$ cat src/rtl/rpn_ctrl.sv
// RPN calculator sequencer: accumulates decimal literals, runs an operand stack and pops results on LF.
// Optional signed divider enabled by defining RPN_CTRL_DIV_EN.
module rpn_ctrl #(
    parameter int unsigned WIDTH = 16,
    parameter int unsigned DEPTH = 8
) (
    input  logic             clk,
    input  logic             rst,
    input  logic             in_valid,
    output logic             in_ready,
    input  logic             is_space,
    input  logic             is_op,
    input  logic [3:0]       digit,
    input  logic [3:0]       op,
    output logic             res_valid,
    output logic [WIDTH-1:0] res_data,
    input  logic             res_ready,
    output logic             err,
    output logic [1:0]       err_code
);
    localparam int unsigned SPW = $clog2(DEPTH + 1);
    localparam int unsigned IW  = (DEPTH > 1) ? $clog2(DEPTH) : 1;
    localparam logic [SPW-1:0] SP_FULL = SPW'(DEPTH);

    localparam logic [3:0] OP_ADD = 4'd0;
    localparam logic [3:0] OP_SUB = 4'd1;
    localparam logic [3:0] OP_MUL = 4'd2;
    localparam logic [3:0] OP_DIV = 4'd3;
    localparam logic [3:0] OP_POP = 4'd4;

    localparam logic [1:0] E_BAD = 2'd0;
    localparam logic [1:0] E_OVF = 2'd1;
    localparam logic [1:0] E_UNF = 2'd2;

    typedef enum logic [1:0] {S_IDLE, S_EXEC, S_OUT, S_ERR} state_e;

    state_e           state_q, state_d;
    logic [WIDTH-1:0] acc_q, acc_d;
    logic             num_q, num_d;
    logic [SPW-1:0]   sp_q, sp_d;
    logic [3:0]       op_q, op_d;
    logic [WIDTH-1:0] res_data_q, res_data_d;
    logic [1:0]       err_code_q, err_code_d;
    logic             in_ready_q, res_valid_q, err_q;

    logic [WIDTH-1:0] stack_q [DEPTH];
    logic             stk_we;
    logic [IW-1:0]    stk_idx;
    logic [WIDTH-1:0] stk_wdata;

    logic [WIDTH-1:0] opa, opb, alu;
    logic             is_digit, op_ok;

    assign is_digit = !is_space && !is_op && (digit <= 4'd9);
    assign opa = stack_q[IW'(sp_q - SPW'(2))];
    assign opb = stack_q[IW'(sp_q - SPW'(1))];

`ifdef RPN_CTRL_DIV_EN
    localparam logic [1:0] E_DIV0 = 2'd3;
    logic [WIDTH-1:0] quot;
    // Divide by -1 is negation so MIN/-1 wraps to MIN without relying on divider overflow.
    assign quot  = (opb == '1) ? (WIDTH'(0) - opa) : WIDTH'($signed(opa) / $signed(opb));
    assign op_ok = (op <= OP_POP);
`else
    assign op_ok = (op <= OP_POP) && (op != OP_DIV);
`endif

    // Binary operator result for stack[sp-2] op stack[sp-1]
    always_comb begin
        alu = '0;
        case (op_q)
            OP_ADD:  alu = opa + opb;
            OP_SUB:  alu = opa - opb;
            OP_MUL:  alu = opa * opb;
`ifdef RPN_CTRL_DIV_EN
            OP_DIV:  alu = quot;
`endif
            default: alu = '0;
        endcase
    end

    // Next-state, datapath updates and stack write port
    always_comb begin
        state_d    = state_q;
        acc_d      = acc_q;
        num_d      = num_q;
        sp_d       = sp_q;
        op_d       = op_q;
        res_data_d = res_data_q;
        err_code_d = err_code_q;
        stk_we     = 1'b0;
        stk_idx    = IW'(sp_q);
        stk_wdata  = acc_q;
        case (state_q)
            S_IDLE: begin
                if (in_valid) begin
                    if (is_digit) begin
                        acc_d = acc_q * WIDTH'(10) + WIDTH'(digit);
                        num_d = 1'b1;
                    end else if (is_space || is_op) begin
                        if (num_q && (sp_q == SP_FULL)) begin
                            state_d    = S_ERR;
                            err_code_d = E_OVF;
                        end else begin
                            if (num_q) begin
                                stk_we = 1'b1;
                                sp_d   = sp_q + SPW'(1);
                                acc_d  = '0;
                                num_d  = 1'b0;
                            end
                            if (!is_space) begin
                                if (op_ok) begin
                                    op_d    = op;
                                    state_d = S_EXEC;
                                end else begin
                                    state_d    = S_ERR;
                                    err_code_d = E_BAD;
                                end
                            end
                        end
                    end else begin
                        state_d    = S_ERR;
                        err_code_d = E_BAD;
                    end
                end
            end
            S_EXEC: begin
                if (op_q == OP_POP) begin
                    if (sp_q == '0) begin
                        state_d    = S_ERR;
                        err_code_d = E_UNF;
                    end else begin
                        res_data_d = opb;
                        sp_d       = sp_q - SPW'(1);
                        state_d    = S_OUT;
                    end
                end else if (sp_q < SPW'(2)) begin
                    state_d    = S_ERR;
                    err_code_d = E_UNF;
`ifdef RPN_CTRL_DIV_EN
                end else if ((op_q == OP_DIV) && (opb == '0)) begin
                    state_d    = S_ERR;
                    err_code_d = E_DIV0;
`endif
                end else begin
                    stk_we    = 1'b1;
                    stk_idx   = IW'(sp_q - SPW'(2));
                    stk_wdata = alu;
                    sp_d      = sp_q - SPW'(1);
                    state_d   = S_IDLE;
                end
            end
            S_OUT: begin
                if (res_ready) state_d = S_IDLE;
            end
            S_ERR: begin
                if (in_valid && is_op && (op == OP_POP)) begin
                    sp_d    = '0;
                    acc_d   = '0;
                    num_d   = 1'b0;
                    state_d = S_IDLE;
                end
            end
            default: state_d = S_IDLE;
        endcase
    end

    always_ff @(posedge clk) begin
        if (rst) begin
            state_q     <= S_IDLE;
            acc_q       <= '0;
            num_q       <= 1'b0;
            sp_q        <= '0;
            op_q        <= '0;
            res_data_q  <= '0;
            err_code_q  <= '0;
            in_ready_q  <= 1'b1;
            res_valid_q <= 1'b0;
            err_q       <= 1'b0;
        end else begin
            state_q     <= state_d;
            acc_q       <= acc_d;
            num_q       <= num_d;
            sp_q        <= sp_d;
            op_q        <= op_d;
            res_data_q  <= res_data_d;
            err_code_q  <= err_code_d;
            in_ready_q  <= (state_d == S_IDLE) || (state_d == S_ERR);
            res_valid_q <= (state_d == S_OUT);
            err_q       <= (state_d == S_ERR);
        end
    end

    // Stack contents need no reset: sp defines which entries are live
    always_ff @(posedge clk) begin
        if (stk_we) stack_q[stk_idx] <= stk_wdata;
    end

    assign in_ready  = in_ready_q;
    assign res_valid = res_valid_q;
    assign res_data  = res_data_q;
    assign err       = err_q;
    assign err_code  = err_code_q;
endmodule
$ cat config.mk
export PLATFORM = sky130hd
export DESIGN_NAME = rpn_ctrl
export DESIGN_NICKNAME = d
export VERILOG_FILES = /design/src/rtl/rpn_ctrl.sv
export SDC_FILE = /design/constraint.sdc
export NUM_CORES = 1
export LEC_CHECK = 0
export ABC_AREA = 1
export CORE_MARGIN = 2
export CORE_UTILIZATION = 51
export CTS_CLUSTER_SIZE = 10
export DETAILED_ROUTE_END_ITERATION = 16
export PLACE_DENSITY = 0.7
export SETUP_SLACK_MARGIN = 0.05
export SLEW_MARGIN = 20
export SYNTH_ARGS = -nofsm -noshare
export SYNTH_HDL_FRONTEND = slang
export SYNTH_SLANG_ARGS = --single-unit
$ cat constraint.sdc
create_clock -name clk -period 20.8 [get_ports clk]
set_clock_uncertainty 0.05 [all_clocks]
set_input_delay 4.16 -clock clk [delete_from_list [all_inputs] [get_ports clk]]
set_output_delay 4.16 -clock clk [all_outputs]
set_load 0.05 [all_outputs]
# After elaboration in Yosys (flattened, before gate mapping)

Memories as Yosys holds them, arrays and structs flattened.
Index checks and enable logic that the tools add are counted.

Memory bits (writable): 128
Memories kept: 1
Output and inout port bits: 21
Register bits after elaboration: 48

Reduce and logical (&&, ||, !) cells: 23
Add/subtract/negate cells: 6
$mul: 2
Equal/unequal tests: 26
Bitwise gates (word level): 4
Muxes and demuxes: 62
$lt $le $gt $ge: 3

Memories:

| name    | words | width | rd ports | clocked after Yosys merged registers in | write ports | line | RTL |
|---|---|---|---|---|---|---|---|
| stack_q | 8     | 16    | 2        | 0                                       | 1           | 46   | `logic [WIDTH-1:0] stack_q [DEPTH];` |

Operator list:

| cell                    | count |
|---|---|
| $mux W16                | 9 |
| $pmux W16 S3            | 1 |
| $mux W2                 | 19 |
| $mux W4                 | 9 |
| $pmux W16 S2            | 1 |
| $ne A3 B3 Y1 const B    | 7 |
| $add A16 B16 Y16        | 1 |
| $add A16 B4 Y16         | 1 |
| $mul A16 B16 Y16        | 1 |
| $mul A16 B3 Y15 const B | 1 |
| $sub A16 B16 Y16        | 1 |
| $mux W1                 | 15 |
| $reduce_and A7 Y1       | 2 |
| $ne A2 B2 Y1 const B    | 6 |
| $pmux W4 S3             | 1 |
| $mux W3                 | 3 |
| $reduce_and A9 Y1       | 1 |
| $eq A2 B2 Y1 const B    | 4 |
| $eq A4 B3 Y1 const B    | 2 |
| $logic_not A4 Y1        | 2 |
| $ne A4 B4 Y1 const B    | 2 |
| $pmux W2 S4             | 1 |
| $logic_and A1 B1 Y1     | 6 |
| $reduce_and A6 Y1       | 1 |
| 21 further kinds        | 29 |

# Longest topological paths before layout

Word-level depth: 11
Gate-level depth with buffers: 43
Mapped depth without buffers: 38

# Worst setup path after synthesis

No wires, ideal clock.

Path type: reg2reg
Start: reg sp_q[1]
End: mem stack_q[0][15] (data pin)
Data required time: 20.481 ns
Arrival: 6.698 ns
Setup slack: 13.783 ns
Cell stages (with the launch flop): 39
Path through: dfxtp_1 -> inv_1 -> clkbuf_1 -> ha_1 -> buf_4 -> clkbuf_1 -> nand3_1 -> nand2_1 -> nand2_1 -> nand2_2 -> inv_1 -> clkbuf_1 -> nor2_1 -> fa_1 -> inv_1 -> fa_1 -> fa_1 -> inv_1 -> [3 not listed] -> fa_1 -> inv_1 -> ha_1 -> nand2_1 -> inv_1 -> nand3_1 -> o21ai_0 -> a21oi_1 -> o21bai_1 -> nand2_1 -> nand2_1 -> a21oi_1 -> inv_1 -> nand3_1 -> nand3_1 -> nand3_1 -> nand2_1 -> inv_1

Longest elaborated chain between the ends: 7

RTL lines:

| what                                                  | line | RTL |
|---|---|---|
| start: declaration                                    | 40   | `logic [SPW-1:0] sp_q, sp_d;` |
| start signal: assignment                              | 184  | `sp_q <= sp_d;` |
| $sub A4 B1 Y4 / $sub A3 B2 Y3 (equally long branches) | n/a  |  |
| $mem_v2 Z8 W16                                        | n/a  |  |
| $mul A16 B16 Y16, or another cell as far along        | 74   | `OP_MUL: alu = opa * opb;` |
| $pmux W16 S3                                          | 71   | `case (op_q)` |
| $mux W16 *                                            | 137  | `end else if (sp_q < SPW'(2)) begin` |
| $mux W16 *                                            | 128  | `if (op_q == OP_POP) begin` |
| $mux W16 *                                            | 94   | `case (state_q)` |
| net stk_wdata[15]                                     | 49   | `logic [WIDTH-1:0] stk_wdata;` |
| end: declaration                                      | 46   |  |

Mark *: on every way through the listed nets, which the timed path passes. The rest lies on a longest branch.

# Worst setup path in the final report

Start: reg sp_q[2]
End: mem stack_q[4][15] (data pin)

The elaborated chain is that of the path after synthesis.

==> flow_metrics.env <==
export IMPL_cp_required_ns=20.91
export IMPL_finalCritPeriodShare=0.427
export IMPL_hpwl_um=32000
export IMPL_syn_nets=2216
export IMPL_vias_per_cell=5.49
export IMPL_slew_viol_final=0
export IMPL_tightest_slew_ns=1.04
export IMPL_r2r_cells=33
export IMPL_num_io_pins=35
export IMPL_clock_latency_ns=0.44
export IMPL_die_y_um=177
export IMPL_drive_gt1_frac=0.0482
export IMPL_p_sw_frac=0.490
export IMPL_dieArea_mm2=0.0313
export IMPL_path_clk_slew_ns=0.07
export IMPL_seq_area_mm2=0.00481
export IMPL_crit_top_cell="inv_1"
export IMPL_synth_commonest_cells="nand2_1, inv_1, nand3_1"
export IMPL_portBuffers=34
export IMPL_synth_area_leaders="edfxtp_1, nand2_1, fa_1, inv_1, ha_1"
export IMPL_setup_worst_path_class="reg2reg"
export IMPL_switching_power_mw=0.863
export IMPL_cp_slowest_cell="ha_1"
export IMPL_rows=63
export IMPL_die_width_um=177
export IMPL_drc_errors=0
export IMPL_tritoncts_num_buffers=17
export IMPL_finalSetupViolations=0
export IMPL_antenna_found_initial=0
export IMPL_startpoint="sp_q[2]$_SDFFE_PP0P_"
export IMPL_cts_resized=0
export IMPL_root_buffer="clkbuf_16"
export IMPL_cts_sinks=176
export IMPL_outcome="finished, final reports clean"
export IMPL_grt_overflow=0
export IMPL_grt_max_degree=98
export IMPL_leakagePower_nw=7.76
export IMPL_drt_iter0_drc=1372
export IMPL_period_minus_slack_ns=8.88
export IMPL_start_util=0.516
export IMPL_synth_edf_count=128
export IMPL_fin_util=0.554
export IMPL_yosysTopAreaCell="edfxtp_1"
export IMPL_r2r_start="sp_q[2]$_SDFFE_PP0P_"
export IMPL_critPathBufInv=10
export IMPL_vias=13310
export IMPL_placed_area_mm2=0.0158
export IMPL_hold_class="reg2reg"
export IMPL_dp_cells=2391
export IMPL_finalNetCount=2217
export IMPL_dr_pass1_iters=6
export IMPL_multiInputGateArea_mm2=0.00866
export IMPL_synth_top_area_frac=0.252
export IMPL_critPathTopFamily="adder cells"
export IMPL_cp_endpoint="stack_q[4][15]$_DFFE_PP_"
export IMPL_cts_htree_levels=4
export IMPL_synth_area_per_cell_um2=7.55
export IMPL_grt_pass1_wl_um=69100
export IMPL_r2r_end="stack_q[4][15]$_DFFE_PP_"
export IMPL_grt_pass1_vias=12713
export IMPL_core_area_mm2=0.0296
export IMPL_synthArstFlopShare=0
export IMPL_gr_usage_all_layers=0.289
export IMPL_postCtsSetupRepairBufs=0
export IMPL_synth_seq_cells=176
export IMPL_cpPeakStageDelay_ns=0.91
export IMPL_end_kind="register"
export IMPL_cp_depth=33
export IMPL_fin_area_mm2=0.0164
export IMPL_p_seq_frac=0.218
export IMPL_peakVddDrop_mv=0.0761
export IMPL_p_int_mw=0.899
export IMPL_gp_congestion=0.949
export IMPL_synth_most_common_cell="nand2_1"
export IMPL_p_per_area_mw_per_mm2=108
export IMPL_hold_ws_ns=0.419
export IMPL_fill_cells=2723
export IMPL_clk_path_buf_depth=2
export IMPL_yosysSeqAreaShare=0.315
export IMPL_cp_arrival_ns=8.99
export IMPL_wirelength_um=43600
export IMPL_avgRoutedWirePerCell_um=18.0
export IMPL_synthFlopType="edfxtp_1"
export IMPL_synth_cells=2019
export IMPL_ant_nets=0
export IMPL_hold_viol=0
export IMPL_startpoint_type="register"
export IMPL_max_freq_mhz=113
export IMPL_syn_cell_area_mm2=0.0152
export IMPL_yosysWarnings=0
export IMPL_cts_hold_buf=0
export IMPL_cp_max_fo=21
export IMPL_cap_violations=0
export IMPL_cts_tree="done"
export IMPL_setup_tns_ns=0
export IMPL_max_slew_margin=0.304
export IMPL_ys_types=54
export IMPL_pwr_share_clk=0.184
export IMPL_rsz0062_at_grt="no"
export IMPL_stdcell_count=2423
export IMPL_insertedDiodeCount=0
export IMPL_regToRegSetupSlack_ns=11.92
export IMPL_combPwrFrac=0.598
export IMPL_area_delta_synth_final_pct=7.40
-- stage by stage --
stage          setup slack, ns  power [mW]
2_1_floorplan            13.78        1.14
5_1_grt                  11.34        1.92
3_3_place_gp             12.21        1.40
3_5_place_dp             12.09        1.42
4_1_cts                  12.08        1.75
6_report                 11.92        1.76
-- worst min path at each step --
stage | startpoint | to | slack (ns) | depth (start not counted)
after global routing | acc_q[15]$_SDFFE_PP0P_ | acc_q[15]$_SDFFE_PP0P_ | 0.45 | 2
after detailed placement | op_q[3]$_SDFFE_PP0P_ | op_q[3]$_SDFFE_PP0P_ | 0.41 | 2
after CTS | op_q[3]$_SDFFE_PP0P_ | op_q[3]$_SDFFE_PP0P_ | 0.42 | 2
final | err_code[1]$_SDFFE_PP0P_ | err_code[1]$_SDFFE_PP0P_ | 0.42 | 2
after floorplan | op_q[3]$_SDFFE_PP0P_ | op_q[3]$_SDFFE_PP0P_ | 0.39 | 2
after global placement | op_q[3]$_SDFFE_PP0P_ | op_q[3]$_SDFFE_PP0P_ | 0.40 | 2
-- tightest hold or removal path, cell delays in order (launching register included) --
cell and delay (ns):
dfxtp_1 0.31, nand2_1 0.06, a21oi_1 0.05
-- layer usage --
layer / part of all wire / GRT usage / vias to the layer above
li1: - / - / 6420
met1: 0.42 / 0.388 / 6191
met3: 0.093 / 0.0573 / 82
met2: 0.46 / 0.467 / 617
met4: 0.030 / 0.0978 / 0
met5: 0 / 0 / -
-- placed cells by master, fill, tap and decap left out, drive strengths merged, types with 10 or more instances in the layout --
cell type,Yosys,final
a21oi,108,108
buf,45,19
clkbuf,26,18
clkdlybuf4s50,0,34
clkinv,4,10
dfxtp,48,48
edfxtp,128,128
fa,83,83
ha,100,100
inv,356,362
nand2,588,588
nand3,151,151
nand4,10,10
nor2,143,143
o211ai,30,30
o21ai,97,97
xnor2,12,12
xor2,25,25
-- logic make-up (layout without fill, tap and decap cells) --
kind of cell,after synthesis,after routing,synth area share
adder cells (fa/ha/maj),183,183,0.191
flip-flops,176,176,0.315
multiplexers,2,2,0.00148
XOR/XNOR,37,37,0.0222
buffers and inverters,431,445,0.118
AND/OR/NAND/NOR,915,915,0.248
AO/OA/AOI/OAI,275,275,0.104
-- layout make-up --
| type | count | area share |
|---|---|---|
| clock buffer | 18 | 0.0262 |
| clock inverter | 14 | 0.00925 |
| inverter | 360 | 0.0826 |
| multi-input combinational | 1412 | 0.529 |
| sequential | 176 | 0.294 |
| tap | 390 | 0.0298 |
| timing repair buffer | 53 | 0.0295 |
-- power groups by stage --
| stage | Sequential, mW | Clock, mW | Combinational [mW] |
|---|---|---|---|
| finish | 0.384 | 0.324 | 1.05 |
| global route | 0.385 | 0.341 | 1.19 |
| CTS | 0.384 | 0.327 | 1.03 |
| detailed placement | 0.392 | 0 | 1.03 |
| global placement | 0.392 | 0 | 1.00 |
| floorplan | 0.391 | 0 | 0.745 |
-- registers in the layout, indices dropped and copies added (netlist names) --
| register | flops |
|---|---|
| acc_q | 16 |
| err | 1 |
| err_code | 2 |
| in_ready | 1 |
| num_q | 1 |
| op_q | 4 |
| res_data | 16 |
| res_valid | 1 |
| sp_q | 4 |
| stack_q | 128 |
| state_q | 2 |
Note: power is estimated with default switching activity, not from simulation.
==> edit 1, RTL diff (same flow settings) <==
Set the parameter `DEPTH` to 16 (it was 8).
--- a/src/rtl/rpn_ctrl.sv
+++ b/src/rtl/rpn_ctrl.sv
@@ -3,5 +3,5 @@
 module rpn_ctrl #(
     parameter int unsigned WIDTH = 16,
-    parameter int unsigned DEPTH = 8
+    parameter int unsigned DEPTH = 16
 ) (
     input  logic             clk,
Check against the original RTL: same outputs for any inputs over 4 cycles, from zero or initial values and one cycle with rst high; that may be too few to reach the edited logic, so the function may still have changed.
==> edit 1 against the unedited design <==
- final area rose by 42%
- routed wire length increased by 49%
- final cell count grew 30%
- sequential cell count up 129
- worst setup slack got worse by 660 ps
- area after synthesis rose by 40%
- fmax fell by 6.9%
- largest cell class unchanged
- highest routed layer unchanged
Power is not shown: default switching activity piles up to over one toggle a cycle in this logic, so the estimate is an artifact.
==> edit 1: results (changes against the unedited design) <==
Starting DRC count in detailed routing = 2341 (+71%)
Total GRT Usage = 0.297 (+0.00825)
Number of buffers created by CTS = 39 (+22)
Top cells by count, synth = 607 x nand2_1, 337 x inv_1, 320 x nand3_1, 256 x edfxtp_1, 217 x nor2_1
Nets = 2800 (+26%)
Flop-to-flop setup slack = 11270 ps (-660 ps)
Routed WL per cell = 20.6 µm (+14%)
Max reg flops = 256 (+100%)
Hold path startpoint = acc_q[15]$_SDFFE_PP0P_
RD Place Congestion = 0.954 (+0.47%)
Initial antenna violation count = 1 (+1)
First-pass GRT wire length = 99700 µm (+44%)
Area contributors post-synth = edfxtp_1 36%, nand2_1 11%, fa_1 7.8%, nand3_1 7.5%, inv_1 5.9%
Routed vias/inst = 5.89 (+7.3%)
RR Endpoint = stack_q[11][14]$_DFFE_PP_
Status = finished clean
Deepest clock path buffer count = 3 (+1)
Worst Tran Pin Value = 1000 ps (-39.5 ps)
H-tree lvl count = 2 (-2)
Number of synthesized flops with an enable pin = 256 (+100%)
Dpl hpwl = 42100 µm (+32%)
Worst Hold Path EP = acc_q[15]$_SDFFE_PP0P_
Syn Inst Count = 2620 (+30%)
Slowest CP cell = inv_4
Routed WL = 64900 µm (+49%)
Reg2Reg Depth = 36 (+9.1%)
Layout cell share with drive strength beyond 1 = 0.0556 (+0.00744)
Largest net degree at the start of global routing = 125 (+28%)
Placed Instances = 3093 (+29%)
Vias in the first global route = 17936 (+41%)
Reg2reg start = sp_q[0]$_SDFFE_PP0P_
Critical path fanouts, max = 98 (+370%)
Post-synthesis sequential area ratio = 0.406 (+0.0904)
Clock Latency Late Sink = 570 ps (+130 ps)
-- edit 1: cell types whose count changed in the layout (fill, tap and decap cells not counted), sizes merged, moves of 7 or more --
cell	before	now
a21oi	108	172
a22oi	0	8
buf	19	35
clkbuf	18	52
edfxtp	128	256
inv	362	353
nand2	588	620
nand3	151	323
nand4	10	3
nor2	143	220
o211ai	30	39
o21ai	97	152
-- edit 1: cells by family (layout without fill, tap and decap cells) --
logic type / count (synthesis) / after routing / synth area share
xor gates and xnor gates: 43 / 43 / 0.0187
buffers and inverters: 482 / 486 / 0.0962
AOI/OAI and AO/OA: 419 / 419 / 0.109
and+or+nand+nor: 1188 / 1188 / 0.234
DFF: 305 / 305 / 0.406
adders and majority gates: 183 / 183 / 0.136
-- edit 1: layout make-up --
type,count,area (µm²)
fill,3715,17900
sequential,305,8670
clock inverter,10,98.8
timing repair buffer,69,623
tap,532,666
multi-input combinational,1833,10700
clock buffer,52,1020
inverter,355,1340
-- edit 1: critical path: cells and delay by family (launching register included) --
kind            cells  cell delay, ps
compound gates      9            1250
fa+ha+maj           8            3530
buf+inv            10            2930
simple gates        9             920
flops               1             520
-- edit 1: how the worst max path moves through the flow --
| stage | cells after the start | slack [ps] | from | end |
|---|---|---|---|---|
| floorplan | 40 | 13630 | sp_q[0]$_SDFFE_PP0P_ | stack_q[0][14]$_DFFE_PP_ |
| finish | 36 | 11270 | sp_q[0]$_SDFFE_PP0P_ | stack_q[11][14]$_DFFE_PP_ |
| CTS | 36 | 11410 | sp_q[0]$_SDFFE_PP0P_ | stack_q[7][14]$_DFFE_PP_ |
| global route | 36 | 10790 | sp_q[0]$_SDFFE_PP0P_ | stack_q[15][14]$_DFFE_PP_ |
| detailed placement | 36 | 11440 | sp_q[0]$_SDFFE_PP0P_ | stack_q[5][14]$_DFFE_PP_ |
| global placement | 36 | 11740 | sp_q[0]$_SDFFE_PP0P_ | stack_q[0][14]$_DFFE_PP_ |
-- edit 1: stage by stage --
step	util	hold WS, ps	worst slack [ps]	instance area, µm²
after detailed placement	0.535	403	11440	22000
after floorplan	-	391	13630	21400
final	0.563	412	11270	23200
after global routing	0.563	447	10790	23200
after CTS	0.563	412	11410	23100
after global placement	0.535	403	11740	22000
-- edit 1: per-layer routing --
metal / global-route usage / wire (µm) / vias to the layer above / part of all wire
met2: 0.465 / 28700 / 1040 / 0.44
met5: 0 / 0 / - / 0
met1: 0.390 / 25600 / 8685 / 0.39
met3: 0.0546 / 6910 / 255 / 0.11
met4: 0.167 / 3750 / 0 / 0.058
li1: - / - / 8616 / -
==> edit 2, RTL diff (same flow settings) <==
Made on the original files. The 4 states of `state_e` get a one-hot encoding in 4 bits.
--- a/src/rtl/rpn_ctrl.sv
+++ b/src/rtl/rpn_ctrl.sv
@@ -33,5 +33,5 @@
     localparam logic [1:0] E_UNF = 2'd2;
 
-    typedef enum logic [1:0] {S_IDLE, S_EXEC, S_OUT, S_ERR} state_e;
+    typedef enum logic [3:0] {S_IDLE = 4'b0001, S_EXEC = 4'b0010, S_OUT = 4'b0100, S_ERR = 4'b1000} state_e;
 
     state_e           state_q, state_d;
Check against the original RTL: same outputs for any inputs over 4 cycles, from zero or initial values and one cycle with rst high; so few cycles prove little.
==> edit 2 against the unedited design <==
- worst setup slack got worse by 94 ps
- final area increased by 0.47%
- sequential cell count increased by 2
- critical path depth increased by 1
- core utilization increased by 0.26 points
- routed wire length decreased by 0.50%
- non-clock buffer count decreased by 1
- area after synthesis about the same
- die area about the same
- fmax decreased by 1.0%
Power is left out: the tool's default activity adds up to more than one toggle a clock period on the data nets, which glitch-free logic cannot reach.
==> edit 2: results (changes against the unedited design) <==
Slowest CP cell = buf_4
Starting DRC count in detailed routing = 1369 (-0.22%)
Dpl hpwl = 31600 µm (-1.0%)
Syn nets = 2182 (-1.5%)
Hold path startpoint = op_q[3]$_SDFFE_PP0P_
First-pass GRT wire length = 68900 µm (-0.26%)
Routed WL per cell = 18.1 µm (+0.88%)
Area contributors post-synth = edfxtp_1 25%, nand2_1 12%, fa_1 11%, inv_1 8.5%, ha_1 8.0%
Critical Path AT = 9080 ps (+90 ps)
RD Place Congestion = 0.965 (+1.7%)
Met1 WL = 18300 µm (about the same)
Placed Area = 15800 µm² (about the same)
Largest stage delay, worst path = 620 ps (-290 ps)
Critical path fanouts, max = 76 (+260%)
Top cells by count, synth = 487 x nand2_1, 344 x inv_1, 157 x nor2_1, 129 x a21oi_1, 128 x edfxtp_1
DRT Pass-1 Iters = 8 (+2)
Count of cell types in the netlist = 55 (+1.9%)
Routed vias/inst = 5.62 (+2.3%)
Vias in the first global route = 12772 (+0.46%)
Max_slew headroom = 0.269 (-0.0353)
Status = finished clean
Met2 wire len = 20100 µm (+0.75%)
Reg2reg start = sp_q[0]$_SDFFE_PP0P_
Post-synthesis sequential area ratio = 0.318 (+0.00268)
Layout cell share with drive strength beyond 1 = 0.0510 (+0.00280)
edit 2: cell count changes after synthesis, moves of 6 or more:
| cell | unedited run | this run |
|---|---|---|
| o211ai_1 | 29 | 35 |
| nand2_2 | 15 | 21 |
| o21ai_1 | 11 | 22 |
| buf_2 | 19 | 26 |
| nand3_1 | 150 | 100 |
| nor2_1 | 140 | 157 |
| o21ai_0 | 84 | 124 |
| a21oi_1 | 108 | 129 |
| nand2_1 | 572 | 487 |
edit 2: kinds of logic (layout without fill, tap and decap cells):
logic type               count (synthesis)  count (layout)  share of synthesized area
XOR/XNOR                                39              39                     0.0249
multiplexers                             1               1                   0.000739
buffers and inverters                  424             437                      0.114
AND/OR/NAND/NOR                        801             801                      0.215
flip-flops                             178             178                      0.318
adder cells (fa/ha/maj)                181             181                      0.190
AO/OA/AOI/OAI                          363             363                      0.137
edit 2: metal layers:
metal / global-route usage / vias to the layer above
met1: 0.389 / 6295
met4: 0.0919 / 0
met3: 0.0395 / 98
met5: 0 / -
li1: - / 6408
met2: 0.475 / 634
edit 2: final cells by class:
class / instances / area, µm²
fillers: 2702 / 13100
multi-input cells: 1385 / 8650
flip-flops and latches: 178 / 4850
inverters: 353 / 1330
well taps: 390 / 488
repair buffers: 52 / 475
clock buffers: 17 / 425
clock inverters: 15 / 233
edit 2: tightest hold or removal path: stages, from the launching register on:
cell and delay, ps:
dfxtp_1 320, inv_1 60, nor3_1 50
edit 2: path summary, 6_finish.rpt:
kind                                    to  slack [ps]  cells past startpoint
setup / recovery  stack_q[0][15]$_DFFE_PP_       11830                     34
hold reg to reg       op_q[3]$_SDFFE_PP0P_         420                      2
hold / removal        op_q[3]$_SDFFE_PP0P_         420                      2
setup reg to reg  stack_q[0][15]$_DFFE_PP_       11830                     34
edit 2: metrics by stage:
stage               setup WS, ps  cells
floorplan                  13650   1987
global placement           12150   2358
detailed placement         12010   2358
CTS                        11970   2390
global route               11280   2390
finish                     11830   2390
